**config.mk**
```make
export PLATFORM = sky130hd
export DESIGN_NAME = mem_store_buffer
export DESIGN_NICKNAME = d
export VERILOG_FILES = /design/src/rtl/mem_store_buffer.sv
export SDC_FILE = /design/constraint.sdc
export NUM_CORES = 1
export LEC_CHECK = 0
export CORE_AREA = 2 2 131 197
export DETAILED_ROUTE_END_ITERATION = 7
export DIE_AREA = 0 0 133 199
export SYNTH_ARGS = -nofsm -noshare
export SYNTH_HDL_FRONTEND = slang
export SYNTH_SLANG_ARGS = --single-unit
```
**constraint.sdc**
```tcl
create_clock -name clk -period 3.4 [get_ports clk]
set_input_delay 1.02 -clock clk [delete_from_list [all_inputs] [get_ports clk]]
set_output_delay 1.02 -clock clk [all_outputs]
set_load 0.005 [all_outputs]
```
**src/rtl/mem_store_buffer.sv**
```systemverilog
// mem_store_buffer
//   Store buffer between the MEM stage and the 32x32 data Memory block. Stores
//   are queued in a DEPTH-entry circular FIFO and drained into Memory one word
//   per cycle. Loads use the same Memory port (priority over draining) and
//   return registered data one cycle after acceptance.
//
//   Build option: define STORE_FWD_EN to let loads be accepted at any time and
//   forward from the youngest matching buffered store. Without it, loads
//   stall until the buffer is empty and no store is arriving, and always read
//   Memory directly.
//
// Ports
//   clk, reset           rising-edge clock, synchronous active-high reset
//   st_valid/st_ready    store handshake, st_addr/st_data payload
//   ld_valid/ld_ready    load handshake, ld_addr payload
//   ld_rvalid/ld_rdata   load response, one cycle after acceptance
//   empty                no buffered stores
//   Din/Ewr/Dir          Memory write data, write enable, address
//   Mout                 Memory combinational read data for Dir

module mem_store_buffer #(
    parameter int DEPTH = 4,
    parameter int AW    = 5,
    parameter int DW    = 32
) (
    input  logic          clk,
    input  logic          reset,
    input  logic          st_valid,
    output logic          st_ready,
    input  logic [AW-1:0] st_addr,
    input  logic [DW-1:0] st_data,
    input  logic          ld_valid,
    output logic          ld_ready,
    input  logic [AW-1:0] ld_addr,
    output logic          ld_rvalid,
    output logic [DW-1:0] ld_rdata,
    output logic          empty,
    output logic [DW-1:0] Din,
    output logic          Ewr,
    output logic [AW-1:0] Dir,
    input  logic [DW-1:0] Mout
);

    localparam int PW = $clog2(DEPTH);
    localparam int CW = PW + 1;

    typedef struct packed {
        logic [AW-1:0] addr;
        logic [DW-1:0] data;
    } sb_entry_t;

    sb_entry_t     ent_q [DEPTH];
    logic [PW-1:0] head_q, tail_q;
    logic [CW-1:0] count_q;
    logic          ld_rvalid_q;
    logic [DW-1:0] ld_rdata_q;

    logic          push, pop, ld_acc;
    logic          fwd_hit;
    logic [DW-1:0] fwd_data;

    assign empty     = (count_q == '0);
    // Full means no store this cycle, even if a drain frees a slot at the edge.
    assign st_ready  = (count_q < CW'(DEPTH));
    assign push      = st_valid && st_ready;
    assign ld_acc    = ld_valid && ld_ready;
    // Loads own the Memory port when accepted; a reset cycle never writes.
    assign pop       = !reset && !ld_acc && !empty;

    assign ld_rvalid = ld_rvalid_q;
    assign ld_rdata  = ld_rdata_q;

`ifdef STORE_FWD_EN
    assign ld_ready = 1'b1;

    // Walk entries oldest to youngest so the last match is the youngest.
    // Only entries present at the start of the cycle are visible; a store
    // pushed in this same cycle is younger than the load.
    always_comb begin
        logic [PW-1:0] idx;
        fwd_hit  = 1'b0;
        fwd_data = '0;
        idx      = '0;
        for (int i = 0; i < DEPTH; i++) begin
            idx = head_q + PW'(i);
            if ((CW'(i) < count_q) && (ent_q[idx].addr == ld_addr)) begin
                fwd_hit  = 1'b1;
                fwd_data = ent_q[idx].data;
            end
        end
    end
`else
    // Without forwarding, a load may only proceed once Memory is up to date.
    assign ld_ready = empty && !st_valid;
    assign fwd_hit  = 1'b0;
    assign fwd_data = '0;
`endif

    // Memory port arbitration: accepted load, else drain head, else idle.
    always_comb begin
        Dir = '0;
        Din = '0;
        Ewr = 1'b0;
        if (ld_acc) begin
            Dir = ld_addr;
        end else if (pop) begin
            Dir = ent_q[head_q].addr;
            Din = ent_q[head_q].data;
            Ewr = 1'b1;
        end
    end

    always_ff @(posedge clk) begin
        if (reset) begin
            head_q      <= '0;
            tail_q      <= '0;
            count_q     <= '0;
            ld_rvalid_q <= 1'b0;
            ld_rdata_q  <= '0;
        end else begin
            if (push) tail_q <= tail_q + 1'b1;
            if (pop)  head_q <= head_q + 1'b1;
            case ({push, pop})
                2'b10:   count_q <= count_q + 1'b1;
                2'b01:   count_q <= count_q - 1'b1;
                default: count_q <= count_q;
            endcase
            ld_rvalid_q <= ld_acc;
            if (ld_acc) ld_rdata_q <= fwd_hit ? fwd_data : Mout;
        end
    end

    // Entry storage needs no reset: count_q gates every read of it.
    always_ff @(posedge clk) begin
        if (push && !reset) ent_q[tail_q] <= '{addr: st_addr, data: st_data};
    end

endmodule

```
==> results of run 1 <==
[cells in the mapped netlist, drive strengths merged]
library cell,number,area [sq um]
o21ai,1,5.000
buf,12,87.58
edfxtp,148,4444
nand2,2,7.510
nor2,11,41.29
clkinv,1,5.000
ha,5,62.56
nor3b,1,18.77
dfxtp,42,840.8
clkbuf,8,31.28
or3,2,12.51
fa,1,20.02
inv,7,26.28
xor2,3,26.28
and2,37,231.5
xnor2,2,17.52
a22o,37,324.1
mux4,37,833.3
o31ai,1,7.510
nor2b,2,12.51
a21oi,4,23.77
[cell usage in the layout (no fill, tap or decap), types with 2 or more instances in the layout]
cell	n
and2_2	4
buf_12	8
a21oi_1	3
nor2_1	10
and2_1	31
inv_1	7
dfxtp_1	40
xor2_1	3
mux4_2	37
dlygate4sd2_1	7
clkbuf_1	2
clkinv_4	3
and2_4	2
ha_1	5
nand2_1	2
diode_2	2
inv_6	3
a22o_1	37
clkdlybuf4s50_1	136
buf_4	15
clkinv_2	2
edfxtp_1	148
xnor2_1	2
buf_16	2
dlymetal6s2s_1	8
clkbuf_16	21
[layer usage]
layer / up-vias / wire (microns) / GRT usage, %
met1: 2021 / 6258 / 13.50
met5: - / 13 / 0
met4: 2 / 207 / 4.301
met2: 123 / 9055 / 24.16
met3: 15 / 791 / 3.644
li1: 1792 / - / -
[worst max path at each step]
stage                         from                     to  slack (ns)  cells past startpoint
after floorplan           st_valid  ent_q[0][0]$_DFFE_PP_        0.61                      4
after global placement    ld_valid                 Dir[1]       -0.23                      6
after detailed placement  ld_valid                 Dir[3]       -0.22                      6
after CTS                    reset                Din[27]      0.0002                      6
after global routing         reset                Din[31]      -0.002                      5
final                     ld_valid                 Dir[3]        0.06                      6
[final cells by class]
cell class / instances / area [sq um] / area share (%)
sequential: 190 / 5290 / 53.59
timing repair buffer: 176 / 1851 / 18.75
multi-input combinational: 146 / 1674 / 16.96
clock buffer: 24 / 546.8 / 5.539
tap: 328 / 410.4 / 4.157
clock inverter: 8 / 63.81 / 0.6464
inverter: 8 / 31.28 / 0.3169
antenna: 2 / 5.005 / 0.05070
[power groups by stage]
stage               sequential (W)  combinational (W)  clock [W]
floorplan                  0.00282           0.000840          0
global placement           0.00283            0.00160          0
detailed placement         0.00284            0.00162          0
CTS                        0.00280            0.00176    0.00208
global route               0.00282            0.00183    0.00215
finish                     0.00280            0.00167    0.00201
[registers in the layout (all words and copies together) (netlist names), named ones only]
register / flops
ent_q: 148
ld_rdata: 32
count_q: 3
head_q: 2
tail_q: 2
ld_rvalid: 1
[kinds of logic (layout without fill, tap and decap cells)]
| group | Yosys count | count (layout) | share of synthesized area (%) |
|---|---|---|---|
| other | 0 | 2 | 0 |
| AOI/OAI and AO/OA | 43 | 43 | 5.090 |
| and+or+nand+nor | 55 | 55 | 4.578 |
| xor gates and xnor gates | 5 | 5 | 0.6187 |
| adders and majority gates | 6 | 6 | 1.167 |
| DFF | 190 | 190 | 74.66 |
| muxes | 37 | 37 | 11.77 |
| buffers and inverters | 28 | 216 | 2.121 |
[critical path: stages]
cell	delay, ns
clkdlybuf4s50_1	0.41
nor2b_4	0.13
and2_4	0.13
buf_4	0.14
a22o_1	0.22
dlygate4sd2_1	0.26
[stage by stage]
| stage | std cells | hold WS (ns) | util [%] | area (sq um) |
|---|---|---|---|---|
| finish | 882 | 0.4801 | 39.83 | 9872 |
| global route | 881 | 0.4992 | 39.82 | 9869 |
| CTS | 881 | 0.4834 | 39.83 | 9872 |
| detailed placement | 843 | 0.4644 | 36.92 | 9150 |
| global placement | 843 | 0.4616 | 36.92 | 9150 |
| floorplan | 364 | 0.4692 | - | 7079 |
[what timing repair did]
| action | 4_1_cts | 5_1_grt |
|---|---|---|
| cloned | 2 | 0 |
| pin swaps | 2 | 0 |
| hold buffers | 0 | 0 |
| gates resized for setup | 14 | 9 |
| setup buffers | 4 | 0 |
| endpoints found under the setup margin | 37 | 19 |
==> reports/results.tsv, run 1 <==
metric	value	unit
status	completed	
Hold Fails Final Rpt	0	
cts bufs inserted	17	
vias in the first global route	4341	
TritonRoute pass-1 iters	6	
starting density of the core	28.56	%
WL final	16.33	mm
hold depth	1	
synthesized area per cell	19.45	sq um
Yosys reg bits	190	
Worst Hold Launch	ld_rdata[15]$_SDFFE_PP0N_	
wire per inst	18.51	microns
number of port buffers	151	
Leak	3.447	nW
power after layout	0.006482	W
critical path peak fanout	3	
Reg2Reg Capture Point	count_q[2]$_SDFFE_PP0P_	
HP Class	reg -> reg	
max cap viols	0	
initial antenna violation count	3	
First DRT Iteration DRCs	212	
pins over their slew limit	0	
CTS tree	built	
die area	26470	sq um
first-pass GRT wire length	24.87	mm
Die H	199	microns
Tot GR Track Use	12.77	%
sequential area share after synthesis	74.66	%
Int Pwr	0.004821	W
maximum ir drop on the vdd rail	0.4029	mV
GPL Wtd Cong	0.7544	
GRT Residual Overflow	0	
fin nets	623	
Comb power frac	25.8	%
Ports	152	
endpoints failing setup	0	
sequential share of power	43.2	%
Post-route DRC	0	
FF-to-FF path depth	11	
Clk network pwr share	31.0	%
Layout Area Growth over Synthesis	39.45	%
P_sw	0.001661	W
routed vias	3953	
critical path required time	2.38	ns
Via density	4.482	
Synth Net Count	448	
Die W	133	microns
DP HPWL	10.16	mm
critical path startpoint category	primary input	
Root Buffer	clkbuf_16	
post-synthesis cell area	7079	sq um
Clock Tree Buf Depth	2	
setup_tns	0	ns
clk_skew	0.006411	ns
min Tclk post-route	3.342	ns
share of cells above drive strength 1	19.20	%
dpl ws	-0.2161	ns
Slew @ Worst Pin	0.3468	ns
Setup crit end kind	output port	
later-pin clock latency in the skew report	0.43	ns
Pwr per Cell Area	656.6	nW/um^2
largest net degree at the start of global routing	34	
RR Startpoint	count_q[2]$_SDFFE_PP0P_	
core footprint	24790	sq um
Clock Sinks	190	
warnings from Yosys	0	
CTS H-tree depth	4	
Max Fclk	299.2	MHz
fillcell total	2229	
final worst setup slack	0.05782	ns
Worst EP arrival	2.32	ns
hold path endpoint	ld_rdata[15]$_SDFFE_PP0N_	
Detail Route Antenna Nets	0	
WS Path Type	in -> out	
Rows	71	
sw frac	25.62	%
distinct cell type count after synthesis	25	
r2r setup slk	0.86	ns
Tcrit/Tclk final	98.30	%
Slew headroom	76.88	%
Worst-path clk slew	0.07	ns
Syn Inst Count	364	
(Power assumes the default switching activity.)
==> run 2, diff against run 1 <==
PLACE_DENSITY = 0.62   (was not set)
==> reports/results.tsv, run 2 (same netlist as run 1, synthesis figures left out) <==
metric	value	unit
WL final	16.04	mm
core footprint	24790	sq um
Worst-path clk slew	0.07	ns
CTS H-tree depth	4	
P_sw	0.001702	W
met2 usage	22.70	%
Tcrit/Tclk final	98.54	%
critical path peak fanout	8	
GRT Residual Overflow	0	
grt met1 use	12.66	%
RSZ-0062 raised after global routing	false	
Via density	4.448	
endpoints failing setup	0	
Die W	133	microns
met3 GRT Util	3.823	%
Clk network pwr share	29.9	%
Slowest Stage Delay on Critical Path	0.50	ns
commonest non-fill, non-tap cells in the layout	edfxtp_1 (148), clkdlybuf4s50_1 (118), dfxtp_1 (39)	
wire per inst	18.16	microns
r2r setup slk	0.89	ns
setup_tns	0	ns
Pwr per Cell Area	649.0	nW/um^2
maximum ir drop on the vdd rail	0.3271	mV
clk_skew	0.007312	ns
First DRT Iteration DRCs	133	
Clock Sinks	190	
CTS tree	built	
Rows	71	
HP Class	reg -> reg	
most frequent CP cell	buf_12	
die area	26470	sq um
final std cells w/o fill	883	
number of port buffers	151	
fin nets	625	
slowest CP cell	clkdlybuf4s50_1	
Detail Route Antenna Nets	0	
Reg area	5291	sq um
first-pass GRT wire length	24.02	mm
Slew @ Worst Pin	0.3357	ns
Worst Path Buf+Inv	4	
Leak	3.550	nW
share of cells above drive strength 1	20.22	%
status	completed	
Ports	152	
starting density of the core	28.56	%
vias in the first global route	4257	
DP HPWL	10.33	mm
cts bufs inserted	17	
Crit path max-delay family	buffers and inverters	
critical path required time	2.38	ns
cts hold-fix bufs	0	
largest net degree at the start of global routing	34	
Tot GR Track Use	12.21	%
sw frac	26.62	%
critical path startpoint category	primary input	
Max Fclk	298.5	MHz
WS Path Type	in -> out	
Worst EP arrival	2.33	ns
final core occ	39.75	%
multi-input logic area	1677	sq um
Slew headroom	77.62	%
max cap viols	0	
Reg with most FFs	ent_q	
Hold Fails Final Rpt	0	
Root Buffer	clkbuf_16	
Die H	199	microns
GPL Wtd Cong	0.7611	
max reg flops	148	
min Tclk post-route	3.350	ns
CP Cell Sequence	dlygate4sd2_1 > nor2_4 > buf_12 > buf_12 > and2_1 > clkdlybuf4s50_1	
TritonRoute pass-1 iters	4	
later-pin clock latency in the skew report	0.43	ns
pins over their slew limit	0	
placed cell count	843	
Layout Area Growth over Synthesis	39.17	%
commonest non-fill, non-tap cell in the layout	edfxtp_1	
fillcell total	2220	
global route hottest layer	met2	
Setup crit end kind	output port	
sequential share of power	43.6	%
routed vias	3928	
initial antenna violation count	2	
Comb power frac	26.5	%
Int Pwr	0.004692	W
Post-route DRC	0	
Clock Tree Buf Depth	2	
[run 2: cell types whose count changed in the layout (fill, tap and decap cells not counted), moves of 2 or more]
cell,previous run,this run
clkbuf_16,21,19
clkdlybuf4s50_1,136,118
clkdlybuf4s15_1,0,3
clkbuf_1,2,0
dlymetal6s2s_1,8,11
inv_8,0,2
dlygate4sd2_1,7,19
inv_6,3,5
[run 2: what timing repair did]
item | in CTS | in global routing
resized for setup | 27 | 18
hold endpoints to repair | 0 | 0
buffers inserted | 1 | 4
endpoints found under the setup margin | 37 | 21
cloned | 1 | 1
pin swaps | 1 | 1
[run 2: per-layer routing]
layer	wire length, microns	part of all wire [%]
met1	6067	38
met2	8875	55
met3	822	5.1
met4	263	1.6
met5	7	0.044
[run 2: stage by stage]
step / total power, W / area [sq um] / hold WS, ns / setup slack, ns
3_5_place_dp: 0.004477 / 9138 / 0.4640 / -0.2338
6_report: 0.006394 / 9852 / 0.4823 / 0.04979
2_1_floorplan: 0.003665 / 7079 / 0.4692 / 0.6114
3_3_place_gp: 0.004441 / 9138 / 0.4627 / -0.2399
5_1_grt: 0.006708 / 9849 / 0.4990 / 0.002621
4_1_cts: 0.006447 / 9746 / 0.4868 / -0.04890
[run 2: layout make-up]
class                           count  area share (%)
Inverter                            8          0.3175
Clock inverter                     14           1.194
Sequential cell                   190           53.71
Multi-Input combinational cell    146           17.02
Antenna cell                        1         0.02540
Clock buffer                       18           4.572
Tap cell                          328           4.166
Timing Repair Buffer              178           19.00
[run 2: power by group through the flow]
stage | sequential [W] | combinational [W] | clock [W]
2_1_floorplan | 0.00282 | 0.000840 | 0
3_3_place_gp | 0.00283 | 0.00161 | 0
3_5_place_dp | 0.00284 | 0.00164 | 0
4_1_cts | 0.00279 | 0.00168 | 0.00197
5_1_grt | 0.00281 | 0.00184 | 0.00206
6_report | 0.00279 | 0.00169 | 0.00191
[run 2: worst paths after layout]
| check | start | end | depth (start not counted) |
|---|---|---|---|
| worst max-delay path | reset | Din[27] | 6 |
| worst min-delay path | ld_rdata[24]$_SDFFE_PP0N_ | ld_rdata[24]$_SDFFE_PP0N_ | 1 |
| worst max register to register | count_q[0]$_SDFFE_PP0P_ | count_q[2]$_SDFFE_PP0P_ | 12 |
| worst min register to register | ld_rdata[24]$_SDFFE_PP0N_ | ld_rdata[24]$_SDFFE_PP0N_ | 1 |
==> run 3, diff against run 2 <==
ABC_AREA = 1   (was not set)
CORE_AREA = 2 2 135 203   (was 2 2 131 197)
DIE_AREA = 0 0 137 205   (was 0 0 133 199)
==> reports/results.tsv, run 3 <==
metric	value	unit
Leak	3.959	nW
WL final	17.99	mm
Clk network pwr share	28.2	%
count leader, synth	edfxtp_1	
Synth top area share	58.89	%
P_sw	0.002065	W
GRT Residual Overflow	0	
cts hold-fix bufs	0	
clk_skew	0.008790	ns
Rows	73	
sequential area share after synthesis	70.03	%
first-pass GRT wire length	27.82	mm
HP Class	reg -> reg	
max reg flops	148	
routed vias	5231	
core footprint	26310	sq um
Worst EP arrival	2.23	ns
warnings from Yosys	0	
number of port buffers	151	
status	completed	
pins over their slew limit	0	
commonest non-fill, non-tap cells in the layout	edfxtp_1 (148), nor2_1 (141), clkdlybuf4s50_1 (110)	
Async SR Flop Fraction	0	%
Hold Fails Final Rpt	0	
Int Pwr	0.004640	W
distinct cell type count after synthesis	23	
sequential share of power	41.3	%
die area	28090	sq um
Ports	152	
Die W	137	microns
CTS H-tree depth	4	
maximum ir drop on the vdd rail	0.3953	mV
Yosys top cell by area	edfxtp_1	
wire per inst	15.13	microns
Layout Area Growth over Synthesis	34.22	%
Main synth FF type	edfxtp_1	
GPL Wtd Cong	0.7208	
Clock Tree Buf Depth	2	
Yosys reg bits	190	
Reg with most FFs	ent_q	
minimum hold slack	0.4713	ns
Setup crit end kind	output port	
Max Fclk	307.3	MHz
vias in the first global route	5301	
Via density	4.399	
Synth Net Count	766	
EDFF count, synth	148	
largest net degree at the start of global routing	55	
Tcrit/Tclk final	95.72	%
endpoints failing setup	0	
critical path startpoint category	primary input	
DP HPWL	11.19	mm
starting density of the core	28.69	%
Slew headroom	52.34	%
post-synthesis cell area	7547	sq um
WS Path Type	in -> out	
Comb power frac	30.4	%
Tot GR Track Use	13.22	%
TritonRoute pass-1 iters	4	
Slew @ Worst Pin	0.7132	ns
sw frac	30.80	%
fin nets	923	
Clock Sinks	190	
CTS tree	built	
cts bufs inserted	17	
synthesized area per cell	11.07	sq um
Post-route DRC	0	
Pwr per Cell Area	661.8	nW/um^2
Worst-path clk slew	0.07	ns
max cap viols	0	
final std cells w/o fill	1189	
critical path required time	2.38	ns
Detail Route Antenna Nets	0	
critical path peak fanout	3	
setup_tns	0	ns
placed cell count	1152	
Root Buffer	clkbuf_16	
First DRT Iteration DRCs	279	
Syn Inst Count	682	
share of cells above drive strength 1	8.706	%
min Tclk post-route	3.255	ns
initial antenna violation count	2	
commonest non-fill, non-tap cell in the layout	edfxtp_1	
RSZ-0062 raised after global routing	false	
synth top area cells	edfxtp_1 (59%), dfxtp_1 (11%), nor2_1 (7.2%)	
most frequent cells after synthesis	edfxtp_1 (148), nor2_1 (145), nand2_1 (95)	
Die H	205	microns
power after layout	0.006704	W
later-pin clock latency in the skew report	0.42	ns
==> run 3: through the flow <==
step	utilization (%)	area, sq um	setup WS [ns]
2_1_floorplan	-	7547	-0.05083
5_1_grt	38.50	10130	0.09871
3_3_place_gp	36.05	9484	-0.2635
4_1_cts	38.30	10070	-0.2107
6_report	38.51	10130	0.1455
3_5_place_dp	36.05	9484	-0.2634
==> run 3: area by class of cell <==
type	instances	area (sq um)
Timing Repair Buffer	176	1798
Inverter	49	183.9
Tap cell	337	421.7
Antenna cell	2	5.005
Sequential cell	190	5288
Clock inverter	11	120.1
Fill cell	2546	16180
Clock buffer	19	432.9
Multi-Input combinational cell	405	1881
==> run 3: cells by family after synthesis <==
kind of cell | share of synthesized area (%)
flip-flops | 70.03
AND/OR/NAND/NOR | 15.32
adder cells (fa/ha/maj) | 1.094
buffers and inverters | 5.968
AO/OA/AOI/OAI | 7.593
==> run 3: worst paths after layout <==
path / cells past startpoint / endpoint / startpoint / slack (ns)
min: 2 / ld_rdata[30]$_SDFFE_PP0N_ / ld_rdata[30]$_SDFFE_PP0N_ / 0.47
max reg2reg: 13 / count_q[2]$_SDFFE_PP0P_ / count_q[1]$_SDFFE_PP0P_ / 1.32
max: 9 / Dir[1] / st_valid / 0.15
min reg2reg: 2 / ld_rdata[30]$_SDFFE_PP0N_ / ld_rdata[30]$_SDFFE_PP0N_ / 0.47
==> run 3: repair_timing <==
| action | in CTS | in global routing |
|---|---|---|
| cloned | 1 | 0 |
| pin swaps | 1 | 2 |
| setup buffers | 2 | 2 |
| setup endpoints to repair | 38 | 19 |
| gates resized for setup | 51 | 10 |
==> run 3: worst max-delay path: stages <==
cell,delay [ns]
dlygate4sd2_1,0.24
inv_2,0.05
nand4_4,0.11
nand3_4,0.12
buf_12,0.15
buf_16,0.12
buf_4,0.15
o21bai_1,0.13
buf_2,0.14
==> run 3: per-layer routing <==
| metal | global-route usage, % | wire length [microns] | share of wire [%] | vias to the layer above |
|---|---|---|---|---|
| met2 | 24.47 | 9762 | 54 | 103 |
| met3 | 3.539 | 775 | 4.3 | 14 |
| li1 | - | - | - | 2606 |
| met1 | 14.10 | 7144 | 40 | 2508 |
| met4 | 4.934 | 308 | 1.7 | 0 |
| met5 | 0 | 0 | 0 | - |
==> run 3: power groups by stage <==
stage	logic (W)	clock network (W)	registers [W]
after floorplan	0.00114	0	0.00282
after CTS	0.00209	0.00195	0.00277
after global routing	0.00230	0.00204	0.00279
after global placement	0.00206	0	0.00282
final	0.00204	0.00189	0.00277
after detailed placement	0.00207	0	0.00282
